**src/rtl/button_debouncer.sv**
```systemverilog
// Per-button front end: two-flop synchroniser, cycle-count debounce FSM and a
// sticky press flag so that short presses survive until the consumer samples them.
module button_debouncer #(
  parameter int DEBOUNCE_CYCLES = 250000,
  parameter int CNT_WIDTH       = 18,
  parameter bit ACTIVE_LOW      = 1'b0
) (
  input  logic clk,
  input  logic reset,
  input  logic button_in,
  input  logic sample_ack,
  output logic button_out,
  output logic press_pulse,
  output logic level
);

  typedef enum logic [1:0] {
    RELEASED     = 2'd0,
    PRESS_WAIT   = 2'd1,
    PRESSED      = 2'd2,
    RELEASE_WAIT = 2'd3
  } state_t;

  localparam logic [CNT_WIDTH-1:0] CNT_LAST = CNT_WIDTH'(DEBOUNCE_CYCLES - 1);

  logic                 raw_s;
  logic                 s1_r;
  logic                 s2_r;
  state_t               state_r;
  logic [CNT_WIDTH-1:0] cnt_r;
  logic                 sticky_r;
  logic                 press_done_s;
  logic                 release_done_s;
  logic                 level_next_s;
  logic                 sticky_next_s;

  assign raw_s = button_in ^ ACTIVE_LOW;

  // Two-flop synchroniser for the asynchronous pin
  always_ff @(posedge clk) begin
    if (reset) begin
      s1_r <= 1'b0;
      s2_r <= 1'b0;
    end else begin
      s1_r <= raw_s;
      s2_r <= s1_r;
    end
  end

  // Next level and sticky value, shared by the FSM and the combined output
  always_comb begin
    press_done_s   = 1'b0;
    release_done_s = 1'b0;
    if ((state_r == PRESS_WAIT) && s2_r && (cnt_r == CNT_LAST)) begin
      press_done_s = 1'b1;
    end else begin
      press_done_s = 1'b0;
    end
    if ((state_r == RELEASE_WAIT) && !s2_r && (cnt_r == CNT_LAST)) begin
      release_done_s = 1'b1;
    end else begin
      release_done_s = 1'b0;
    end

    if (press_done_s) begin
      level_next_s = 1'b1;
    end else if (release_done_s) begin
      level_next_s = 1'b0;
    end else begin
      level_next_s = level;
    end

    // An accepted press outranks a simultaneous ack
    if (press_done_s) begin
      sticky_next_s = 1'b1;
    end else if (sample_ack) begin
      sticky_next_s = 1'b0;
    end else begin
      sticky_next_s = sticky_r;
    end
  end

  // Debounce FSM with registered outputs
  always_ff @(posedge clk) begin
    if (reset) begin
      state_r     <= RELEASED;
      cnt_r       <= {CNT_WIDTH{1'b0}};
      level       <= 1'b0;
      sticky_r    <= 1'b0;
      press_pulse <= 1'b0;
      button_out  <= 1'b0;
    end else begin
      press_pulse <= 1'b0;
      level       <= level_next_s;
      sticky_r    <= sticky_next_s;
      button_out  <= level_next_s | sticky_next_s;
      case (state_r)
        RELEASED: begin
          if (s2_r) begin
            state_r <= PRESS_WAIT;
            cnt_r   <= {CNT_WIDTH{1'b0}};
          end else begin
            state_r <= RELEASED;
          end
        end
        PRESS_WAIT: begin
          if (!s2_r) begin
            state_r <= RELEASED;
          end else if (cnt_r == CNT_LAST) begin
            state_r     <= PRESSED;
            press_pulse <= 1'b1;
          end else begin
            cnt_r <= cnt_r + 1'b1;
          end
        end
        PRESSED: begin
          if (!s2_r) begin
            state_r <= RELEASE_WAIT;
            cnt_r   <= {CNT_WIDTH{1'b0}};
          end else begin
            state_r <= PRESSED;
          end
        end
        RELEASE_WAIT: begin
          if (s2_r) begin
            state_r <= PRESSED;
          end else if (cnt_r == CNT_LAST) begin
            state_r <= RELEASED;
          end else begin
            cnt_r <= cnt_r + 1'b1;
          end
        end
        default: begin
          state_r <= RELEASED;
          cnt_r   <= {CNT_WIDTH{1'b0}};
        end
      endcase
    end
  end

endmodule

```
**config.mk**
```make
export PLATFORM = sky130hd
export DESIGN_NAME = button_debouncer
export DESIGN_NICKNAME = d
export VERILOG_FILES = /design/src/rtl/button_debouncer.sv
export SDC_FILE = /design/constraint.sdc
export NUM_CORES = 1
export LEC_CHECK = 0
export CAP_MARGIN = 25
export CORE_MARGIN = 1.5
export CORE_UTILIZATION = 51
export CTS_BUF_LIST = sky130_fd_sc_hd__clkbuf_8 sky130_fd_sc_hd__clkbuf_16
export CTS_CLUSTER_DIAMETER = 60
export DETAILED_ROUTE_END_ITERATION = 10
export GPL_ROUTABILITY_DRIVEN = 1
export PLACE_DENSITY_LB_ADDON = 0.3
export REMOVE_ABC_BUFFERS = 1
export SLEW_MARGIN = 10
export SYNTH_ARGS = -nofsm -noshare
export SYNTH_HDL_FRONTEND = slang
export SYNTH_SLANG_ARGS = --single-unit
```
**constraint.sdc**
```tcl
create_clock -name clk -period 2 [get_ports clk]
set_input_delay 0.2 -clock clk [delete_from_list [all_inputs] [get_ports clk]]
set_output_delay 0.2 -clock clk [all_outputs]
set_load 0.1 [all_outputs]
```
Word level (Yosys, flattened, before mapping). Index checks and enable logic that the tools add are counted.

Reductions and logical operators: 9. Bitwise operators: 3. $add $sub $neg: 1. Eq/ne operators: 10. Muxes and demuxes: 20.

Operators with widths (number): 2-to-1 mux 18 bit (5); one-hot mux 18 bit (4 select lines) (1); adder 18 x 1 -> 18 bit, second input constant (1); equality test 18 bit, second input constant (1); 2-to-1 mux 1 bit (9); 2-to-1 mux 2 bit (4); != test 2 bit, second input constant (4); one-hot mux 2 bit (4 select lines) (1); != test 3 x 2 -> 1 bit, second input constant (2); equality test 2 bit, second input constant (2); logical AND 1 bit (4); AND reduction 4 bit (1); OR reduction 3 bit (1); equality test 2 x 1 -> 1 bit, second input constant (1); zero test 2 bit (1); inverter 1 bit (2); AND reduction 2 bit (1); zero test 1 bit (1); OR 1 bit (1).

Bits in registers: 26. Output and inout port bits: 3.

Longest topological paths before layout. Gate-level depths: netlist of run 1.

Depth after elaboration: 7. Mapped depth: 7.

Worst setup path after synthesis of run 1. Ideal clock, no wire load.

Path kind: reg-to-reg. From: reg cnt_r[6]. To: reg cnt_r[4]. Arrival time: 1867 ps. Clock period less this slack: 1998 ps. Setup time: 131 ps. Stages on the path, launching flop included: 7. Data required time: 1869 ps. Slack: 2 ps. Cells stage by stage: dfxtp_1 > or4b_1 > or4_1 > buf_2 > o2111ai_1 > xor2_1 > nor2_1.

Cells in the longest elaborated chain, start to end: 4. Elaborated cells between the ends (all ways): 5.

Ends and longest elaborated chain: start, declared (RTL line 30) `logic [CNT_WIDTH-1:0] cnt_r;`; start signal, assigned (RTL line 87) `cnt_r <= {CNT_WIDTH{1'b0}};`; start signal, assigned (RTL line 101) `cnt_r <= {CNT_WIDTH{1'b0}};`; start signal, assigned (RTL line 113) `cnt_r <= cnt_r + 1'b1;`; equality test 18 bit * (RTL line 109, 127); 2-to-1 mux 18 bit *; 2-to-1 mux 18 bit (on tied branches); one-hot mux 18 bit (4 select lines) *.

Mark *: on every way between the ends. The rest lies on a longest branch, timed or not. The select of a mux whose other input is x is not followed. A chain may end at the register's enable or synchronous reset.

Final worst setup path of run 1.
From: reg cnt_r[12]. To: reg cnt_r[0].

The elaborated chain is that of the path after synthesis.

==> metrics.txt, run 1 <==
outcome complete, no violations; Async SR Flop Fraction 0%; Clock Sinks 26; largest family of logic cells by synthesized area simple AND/OR/NAND/NOR gates; cell count after synthesis 127; Fin. Hold Viols 0; Critical Path AT 2.17 ns; RSZ-0062 raised after global routing true; Inserted Clock Buffers 3; number of synthesized flops with an enable pin 0; drt initial violations 28; setup repair bufs after CTS 0; Synth Warn # 0; vias in the first global route 888; post-synthesis compound-gate area fraction 11.3%; first-pass GRT wire length 3920 um; P&R area growth vs syn 23.8%; crit-path max FO 8; I/O Pins 7; clock buffer depth 2; synthesized cell area 0.00114 mm^2; startpoint type of the worst setup path register; TNS Setup 0 ns; WL per Instance 14.4 um; Seq/Total Area, Yosys 45.6%; CTS tree done; total track usage 20.7%; Initial Utilization 55.9%; row cnt 16; Leak Pwr 0.508 nW; vias 975; Crit path max-delay family simple AND/OR/NAND/NOR gates; Slew Limit Fails 0; Synth Area per Inst 8.99 um^2; Period Utilization, post-route 99.9%; GP Congestion 0.844; Nets 153; clock skew 0.00289 ns; PortBufs 6; clock latency on the worst-skew pair 0.27 ns; Peak Freq 500 MHz; mux cell area share after synthesis 0%; Core ar. 0.00204 mm^2; Post-Synth Simple-Gate Area 28.5%; Die H 50.3 um; total wire length 2490 um; clock root buffer master clkbuf_8; synth unique cells 33; H-tree depth 1; HPWL Detailed 1700 um; max cap viols 0; # DRC 0; routed vias/inst 5.64; CP endpoint kind register; Inserted Diodes 0; IR drop worst, VDD 0.000656 V; pwr dens 630 mW/mm^2; Post-Synth XOR/XNOR Area 11.5%; cell chain of the critical path or4bb_1 > or4_4 > o21ai_4 > or3b_2 > a21oi_1; worst slew pin tran 0.545 ns; CP max stage cell or4_4; number of synthesized register bits 26; CP Data Required Time 2.17 ns; antenna violations before repair 0; dpl ws -0.126 ns; Final WS setup 0.00111 ns; adder-cell share of the synthesized area 1.10%; clock slew at reported path FFs 0.08 ns; min-delay worst type in -> reg; Die Wd 50.3 um; Die ar. 0.00253 mm^2; layout cells sized above 1 22.6%; Slew HR 63.6%; Finished Cell Area 0.00141 mm^2; drt pass-1 iters 4; pin count of the biggest net entering global routing 17; dpl cell area 0.00132 mm^2; Final min period 2.00 ns; Crit path largest cell delay 0.63 ns; WS Path Type reg -> reg; Main synth FF type dfxtp_1; GRT overflow 0; Post-DRT Antenna Nets 0; Setup-failing EPs final 0; critical path buffer and inverter count 0; Hold Buf Count CTS 0
synth_stat cells, types with 2 or more instances:
cell      instances  area [um^2]
nor2b_1           2         12.5
inv_1             2         7.51
nand4_1           7         43.8
nand2b_1          2         12.5
a21oi_1           7         35.0
o21ai_0           3         15.0
and3_1            2         12.5
o31ai_1           3         22.5
nand3_1           3         15.0
clkbuf_1          3         11.3
or4_1             3         22.5
nor2_1           18         67.6
o21bai_1          2         15.0
xor2_1           13          114
xnor2_1           2         17.5
or3b_2            2         17.5
dfxtp_1          26          521
or3_1             4         25.0
nand3b_1          2         15.0
nand2_1           8         30.0
what timing repair did:
action	in CTS	in global routing
pin swaps	0	4
setup endpoints to repair	12	12
gates resized for setup	2	11
metal layers:
layer | vias to the layer above | part of all wire [%] | GRT usage (%)
li1 | 491 | - | -
met1 | 462 | 46 | 27.8
met2 | 18 | 48 | 31.8
met3 | 4 | 3.6 | 3.57
met4 | 0 | 2.1 | 10.8
met5 | - | 0 | 0
cell usage in the layout (no fill, tap or decap), types with 3 or more instances in the layout:
master,n
dfxtp_1,25
nor2_1,18
buf_4,17
xor2_1,13
nand2_1,8
nand4_1,7
a21oi_1,6
nand3_1,3
or3_1,3
clkbuf_8,3
clkdlybuf4s50_1,3
power by group:
part / leakage [nW] / total [mW] / internal (mW) / switching [mW]
Sequential: 0.211 / 0.528 / 0.523 / 0.00488
Clock: 0.0216 / 0.290 / 0.135 / 0.155
Combinational: 0.275 / 0.0716 / 0.0217 / 0.0498
flip-flops by register name, indices dropped and copies added (netlist names), named ones only:
name / cells
button_out: 1
press_pulse: 1
cnt_r: 18
level: 1
state_r: 1
sticky_r: 1
s2_r: 1
s1_r: 1
cell families after synthesis:
logic type,after synthesis
buf+inv,6
fa+ha+maj,1
xor+xnor,15
compound gates,20
simple gates,59
flops,26
final cells by class:
type / instances / area (um^2)
inverters: 2 / 7.51
well taps: 27 / 33.8
fillers: 173 / 628
repair buffers: 20 / 158
flip-flops and latches: 26 / 522
multi-input cells: 95 / 652
clock buffers: 3 / 41.3
worst paths after layout:
path / startpoint / to / cells past startpoint / slack, ns
setup / recovery: cnt_r[12] / cnt_r[0] / 5 / 0.001
setup reg to reg: cnt_r[12] / cnt_r[0] / 5 / 0.001
hold reg to reg: sticky_r / sticky_r / 2 / 0.49
hold / removal: button_in / s1_r / 2 / 0.48
metrics by stage:
stage          util [%]  instances  hold WS, ns  power, mW
6_report           69.2        173        0.482      0.890
5_1_grt            69.2        173        0.496      0.921
4_1_cts            67.1        173        0.453      0.892
2_1_floorplan         -        123        0.269      0.582
3_3_place_gp       64.5        170        0.421      0.607
3_5_place_dp       64.5        170        0.427      0.608
No activity file was read; power rests on OpenSTA's default activity.
==> inputs of run 2 (changes only) <==
--- a/config.mk
+++ b/config.mk
@@ -7,8 +7,8 @@
 export LEC_CHECK = 0
 export CAP_MARGIN = 25
 export CORE_MARGIN = 1.5
-export CORE_UTILIZATION = 51
-export CTS_BUF_LIST = sky130_fd_sc_hd__clkbuf_8 sky130_fd_sc_hd__clkbuf_16
+export CORE_UTILIZATION = 54
+export CTS_BUF_LIST = sky130_fd_sc_hd__clkbuf_8
 export CTS_CLUSTER_DIAMETER = 60
 export DETAILED_ROUTE_END_ITERATION = 10
 export GPL_ROUTABILITY_DRIVEN = 1
==> run 2 against run 1 <==
  * Critical endpoint is now cnt_r[4]
  * Largest power group unchanged
  * Sequential power about the same
  * Combinational power down 3.8%
  * Register-to-register slack is essentially flat
  * Clock-buffer cell count rose by 1
  * Maximum frequency about the same
  * First-iteration DRC count shrank 57%
  * Critical path depth unchanged
  * Routed wire length down 8.8%
  * Non-clock buffer count is 1 higher
  * Via count shrank 3.1%
  * Clock power up 15%
  * Die area down 5.2%
  * Critical path type unchanged
==> metrics.txt, run 2 (synthesized netlist as in run 1, its figures left out) <==
outcome complete, no violations; # DRC 0 (unchanged); drt pass-1 iters 4 (unchanged); IR drop worst, VDD 0.000565 V (-14%); critical path buffer and inverter count 0 (unchanged); WL per Instance 13.0 um (-9.9%); Peak Freq 501 MHz (about the same); Fin. Hold Viols 0 (unchanged); CP Data Required Time 2.16 ns (about the same); Final min period 2.00 ns (-0.00196 ns); Core ar. 0.00198 mm^2 (-2.9%); H-tree depth 1 (unchanged); Slew HR 66.7% (+3.2 points); Crit Reg-Reg Startpoint cnt_r[12]; CTS tree done; vias 945 (-3.1%); commonest cells after routing, fill and taps aside dfxtp_1, nor2_1, buf_4, xor2_1, nand2_1; total track usage 21.0% (+0.26 points); first-pass GRT wire length 3910 um (-0.36%); GRT overflow 0 (unchanged); clock root buffer master clkbuf_8; Critical R2R Capture cnt_r[4]; WS Path Type reg -> reg; Worst R2R Path Depth 5 (unchanged); Nets 154 (+0.65%); hold_sp s1_r; max cap viols 0 (unchanged); crit-path max FO 8 (unchanged); HPWL Detailed 1710 um (+0.82%); P&R area growth vs syn 23.1%; Die H 49.0 um (-2.6%); Hold Buf Count CTS 0 (unchanged); GP Congestion 0.805 (-4.7%); Core Util, Final 71.0% (+1.7 points); drt initial violations 12 (-57%); Crit path largest cell delay 0.63 ns (about the same); Critical Path AT 2.16 ns (about the same); pin count of the biggest net entering global routing 17 (unchanged); Die ar. 0.00240 mm^2 (-5.2%); row cnt 16 (unchanged); routed vias/inst 5.40 (-4.2%); cell chain of the critical path or4bb_1 > or4_4 > o2111ai_2 > xor2_1 > nor2_1; antenna violations before repair 0 (unchanged); Slew Limit Fails 0 (unchanged); setup slack, reg-to-reg 0.003 ns (about the same); Setup-failing EPs final 0 (unchanged); worst slew pin tran 0.497 ns (-0.0478 ns); Initial Utilization 57.6% (+1.7 points); total wire length 2270 um (-8.8%); clock buffer depth 2 (unchanged); min-delay worst type reg -> reg; Worst Hold End s2_r; Clock Sinks 26 (unchanged); Period Utilization, post-route 99.8% (about the same); vias in the first global route 898 (+1.1%); Die Wd 49.0 um (-2.6%); clock latency on the worst-skew pair 0.27 ns (about the same); CP max stage cell or4_4; layout cells sized above 1 21.6% (-0.98 points); fillers 150 (-13%); clock slew at reported path FFs 0.09 ns (about the same); I/O Pins 7 (unchanged); Leak Pwr 0.510 nW (+0.52%); CP endpoint kind register; Most flops, register cnt_r; startpoint type of the worst setup path register; setup repair bufs after CTS 0 (unchanged); Finished Cell Area 0.00141 mm^2 (-0.53%); clock skew 0.00140 ns (-0.00148 ns); cell depth of the worst hold path 1 (-1); Crit path max-delay family simple AND/OR/NAND/NOR gates; most common cell after layout, fill and taps aside dfxtp_1; PortBufs 6 (unchanged); max FFs per register 18 (unchanged); Inserted Clock Buffers 3 (unchanged); RSZ-0062 raised after global routing true; Inserted Diodes 0 (unchanged); Post-DRT Antenna Nets 0 (unchanged); pwr dens 661 mW/mm^2 (+5.0%); dpl cell area 0.00133 mm^2 (+0.57%)
run 2: worst max-delay path by stage:
stage,slack [ns],to,cells after the start,from
after global routing,-0.07,cnt_r[4],5,cnt_r[6]
after global placement,-0.06,cnt_r[4],5,cnt_r[6]
final,0.003,cnt_r[4],5,cnt_r[12]
after CTS,-0.01,cnt_r[0],5,cnt_r[12]
after detailed placement,-0.13,cnt_r[3],5,cnt_r[6]
after floorplan,-0.05,cnt_r[4],5,cnt_r[6]
run 2: repair_timing:
action,CTS,global route
pin swaps,1,1
cloned,0,0
setup endpoints to repair,12,12
resized for setup,2,5
run 2: report_power, final:
part | leakage, nW | switching (mW) | internal, mW | total (mW)
sequential | 0.211 | 0.00369 | 0.523 | 0.527
clock | 0.0288 | 0.158 | 0.176 | 0.334
combinational | 0.271 | 0.0476 | 0.0213 | 0.0689
total | 0.510 | 0.209 | 0.721 | 0.930
run 2: final cells by class:
cell class	instances	area, um^2	share of cell area (%)
sequential	26	522	37.1
inverter	2	7.51	0.534
clock buffer	4	55.1	3.91
timing repair buffer	21	165	11.7
multi-input combinational	95	623	44.3
tap	27	33.8	2.40
run 2: metrics by stage:
stage | setup slack [ns] | TNS, ns | hold slack [ns] | std cells | power (mW)
after floorplan | -0.0505 | -0.100 | 0.269 | 123 | 0.582
after global routing | -0.0676 | -0.474 | 0.480 | 175 | 0.956
final | 0.00307 | 0 | 0.461 | 175 | 0.930
after detailed placement | -0.129 | -0.859 | 0.440 | 171 | 0.607
after global placement | -0.0633 | -0.379 | 0.420 | 171 | 0.607
after CTS | -0.0140 | -0.0266 | 0.462 | 175 | 0.937
run 2: metal layers:
metal,part of all wire [%],track usage [%],routed length (um)
met1,48,29.2,1090
met2,47,33.6,1080
met3,4.1,3.68,94
met4,0.75,5.71,17
met5,0,0,0
==> inputs of run 3 (changes only) <==
--- a/config.mk
+++ b/config.mk
@@ -7,11 +7,11 @@
 export LEC_CHECK = 0
 export CAP_MARGIN = 25
 export CORE_MARGIN = 1.5
-export CORE_UTILIZATION = 54
+export CORE_UTILIZATION = 50
 export CTS_BUF_LIST = sky130_fd_sc_hd__clkbuf_8
 export CTS_CLUSTER_DIAMETER = 60
 export DETAILED_ROUTE_END_ITERATION = 10
-export GPL_ROUTABILITY_DRIVEN = 1
+export GPL_ROUTABILITY_DRIVEN = 0
 export PLACE_DENSITY_LB_ADDON = 0.3
 export REMOVE_ABC_BUFFERS = 1
 export SLEW_MARGIN = 10
==> run 3 against run 2 <==
  * The run now ends with setup timing left
  * Critical endpoint is now cnt_r[0]
  * Clock skew increased by 0.0014 ns
  * Via count increased by 0.95%
  * Combinational power increased by 3.2%
==> metrics.txt, run 3 (synthesized netlist as in run 1, its figures left out) <==
outcome complete, but fails checks; failing checks setup timing; Fin. Hold Viols 0 (unchanged); setup slack, reg-to-reg -0.04 ns (-0.04 ns); PortBufs 6 (unchanged); IR drop worst, VDD 0.000497 V (-12%); HPWL Detailed 1620 um (-5.3%); min-delay worst type reg -> reg; # DRC 0 (unchanged); total wire length 2520 um (+11%); Leak Pwr 0.499 nW (-2.3%); clock skew 0.00282 ns (+0.00142 ns); Worst Setup EP cnt_r[0]; clock slew at reported path FFs 0.09 ns (about the same); drt initial violations 35 (+23); Final Non-Filler Cells 174 (-0.57%); setup repair bufs after CTS 0 (unchanged); Slew Limit Fails 0 (unchanged); Setup-failing EPs final 4 (+4); vias 954 (+0.95%); FF/Latch Area 526 um^2 (+0.72%); most common cell after layout, fill and taps aside dfxtp_1; layout cells sized above 1 25.3% (+3.7 points); GRT overflow 0 (unchanged); drt pass-1 iters 4 (unchanged); max FFs per register 18 (unchanged); dpl cell area 0.00131 mm^2 (-1.0%); Slew HR 66.9% (+0.18 points); Die Wd 50.8 um (+3.7%); I/O Pins 7 (unchanged); row cnt 17 (+1); crit-path max FO 8 (unchanged); startpoint type of the worst setup path register; pwr dens 647 mW/mm^2 (-2.2%); fillers 173 (+15%); CTS tree done; Nets 152 (-1.3%); pin count of the biggest net entering global routing 17 (unchanged); CP endpoint kind register; Finished Cell Area 0.00144 mm^2 (+2.3%); Die ar. 0.00258 mm^2 (+7.5%); Hold Buf Count CTS 0 (unchanged); Crit Reg-Reg Startpoint cnt_r[8]; first-pass GRT wire length 4140 um (+6.0%); Final WS setup -0.0356 ns (-0.0387 ns); commonest cells after routing, fill and taps aside dfxtp_1, nor2_1, buf_4, xor2_1, nand2_1; worst slew pin tran 0.494 ns (-0.00254 ns); vias in the first global route 921 (+2.6%); routed vias/inst 5.48 (+1.5%); H-tree depth 1 (unchanged); clock root buffer master clkbuf_8; Worst R2R Path Depth 5 (unchanged); clock buffer depth 2 (unchanged); Most flops, register cnt_r; total track usage 21.6% (+0.59 points); antenna violations before repair 0 (unchanged); Die H 50.8 um (+3.7%); Inserted Clock Buffers 3 (unchanged); Critical Path AT 2.20 ns (+0.04 ns); Inserted Diodes 0 (unchanged); RSZ-0062 raised after global routing true; placed cell count 170 (-0.58%); crit path launch cnt_r[8]; Peak Freq 491 MHz (-1.9%); Final min period 2.04 ns (+0.0387 ns); Initial Utilization 52.1% (-5.5 points); WS Path Type reg -> reg; Period Utilization, post-route 102% (+1.9 points); Core ar. 0.00219 mm^2 (+11%); P&R area growth vs syn 26.0%; area of the multi-input gates 662 um^2 (+6.2%); WL per Instance 14.5 um (+11%); clock latency on the worst-skew pair 0.27 ns (about the same); Clock Sinks 26 (unchanged); Post-DRT Antenna Nets 0 (unchanged); max cap viols 0 (unchanged); CP Data Required Time 2.16 ns (about the same); Critical R2R Capture cnt_r[0]
==> run 3: cell count changes in the layout (fill, tap and decap cells not counted), sizes merged <==
cell / previous run / this run
buf: 18 / 16
==> run 3: per-stage QoR <==
| step | hold WS (ns) | utilization, % | setup TNS [ns] | total power [mW] | setup WS, ns |
|---|---|---|---|---|---|
| after global placement | 0.416 | 59.9 | -0.795 | 0.607 | -0.108 |
| after global routing | 0.473 | 65.7 | -0.839 | 0.969 | -0.0992 |
| after CTS | 0.450 | 63.8 | -0.0208 | 0.940 | -0.0182 |
| after floorplan | 0.269 | - | -0.100 | 0.582 | -0.0505 |
| after detailed placement | 0.429 | 59.9 | -1.27 | 0.608 | -0.156 |
| final | 0.446 | 65.7 | -0.0784 | 0.930 | -0.0356 |
==> run 3: power by group <==
group	internal, mW	switching [mW]	total [mW]
clock	0.176	0.156	0.332
combinational	0.0219	0.0491	0.0711
sequential	0.523	0.00374	0.527
==> run 3: layout make-up <==
class | count | area share, %
Clock buffer | 4 | 3.83
Timing Repair Buffer | 19 | 10.7
Multi-Input combinational cell | 95 | 46.0
Inverter | 2 | 0.522
Sequential cell | 26 | 36.5
Tap cell | 28 | 2.43
==> run 3: what timing repair did <==
| item | 4_1_cts | 5_1_grt |
|---|---|---|
| endpoints found under the hold margin | 0 | 0 |
| pin swaps | 4 | 8 |
| endpoints found under the setup margin | 13 | 12 |
| gates resized for setup | 8 | 10 |
==> run 3: worst min-delay path by stage <==
stage | endpoint | slack, ns | cells past startpoint | startpoint
floorplan | register | 0.27 | 1 | reset
global placement | s2_r | 0.42 | 1 | s1_r
detailed placement | s2_r | 0.43 | 1 | s1_r
CTS | s2_r | 0.45 | 1 | s1_r
global route | s2_r | 0.47 | 1 | s1_r
finish | s2_r | 0.45 | 1 | s1_r
==> run 3: worst max-delay path, cell delays in order, from the launching register on <==
cell and delay [ns]:
dfxtp_2 0.33, or4b_4 0.52, or4_4 0.62, o21ai_4 0.26, or3b_2 0.16, a21oi_1 0.05
==> run 3: metal layers <==
layer / GRT usage, % / wire length, um
met5: 0 / 0
met4: 10.8 / 53
met3: 3.57 / 92
met2: 34.6 / 1250
met1: 27.9 / 1130
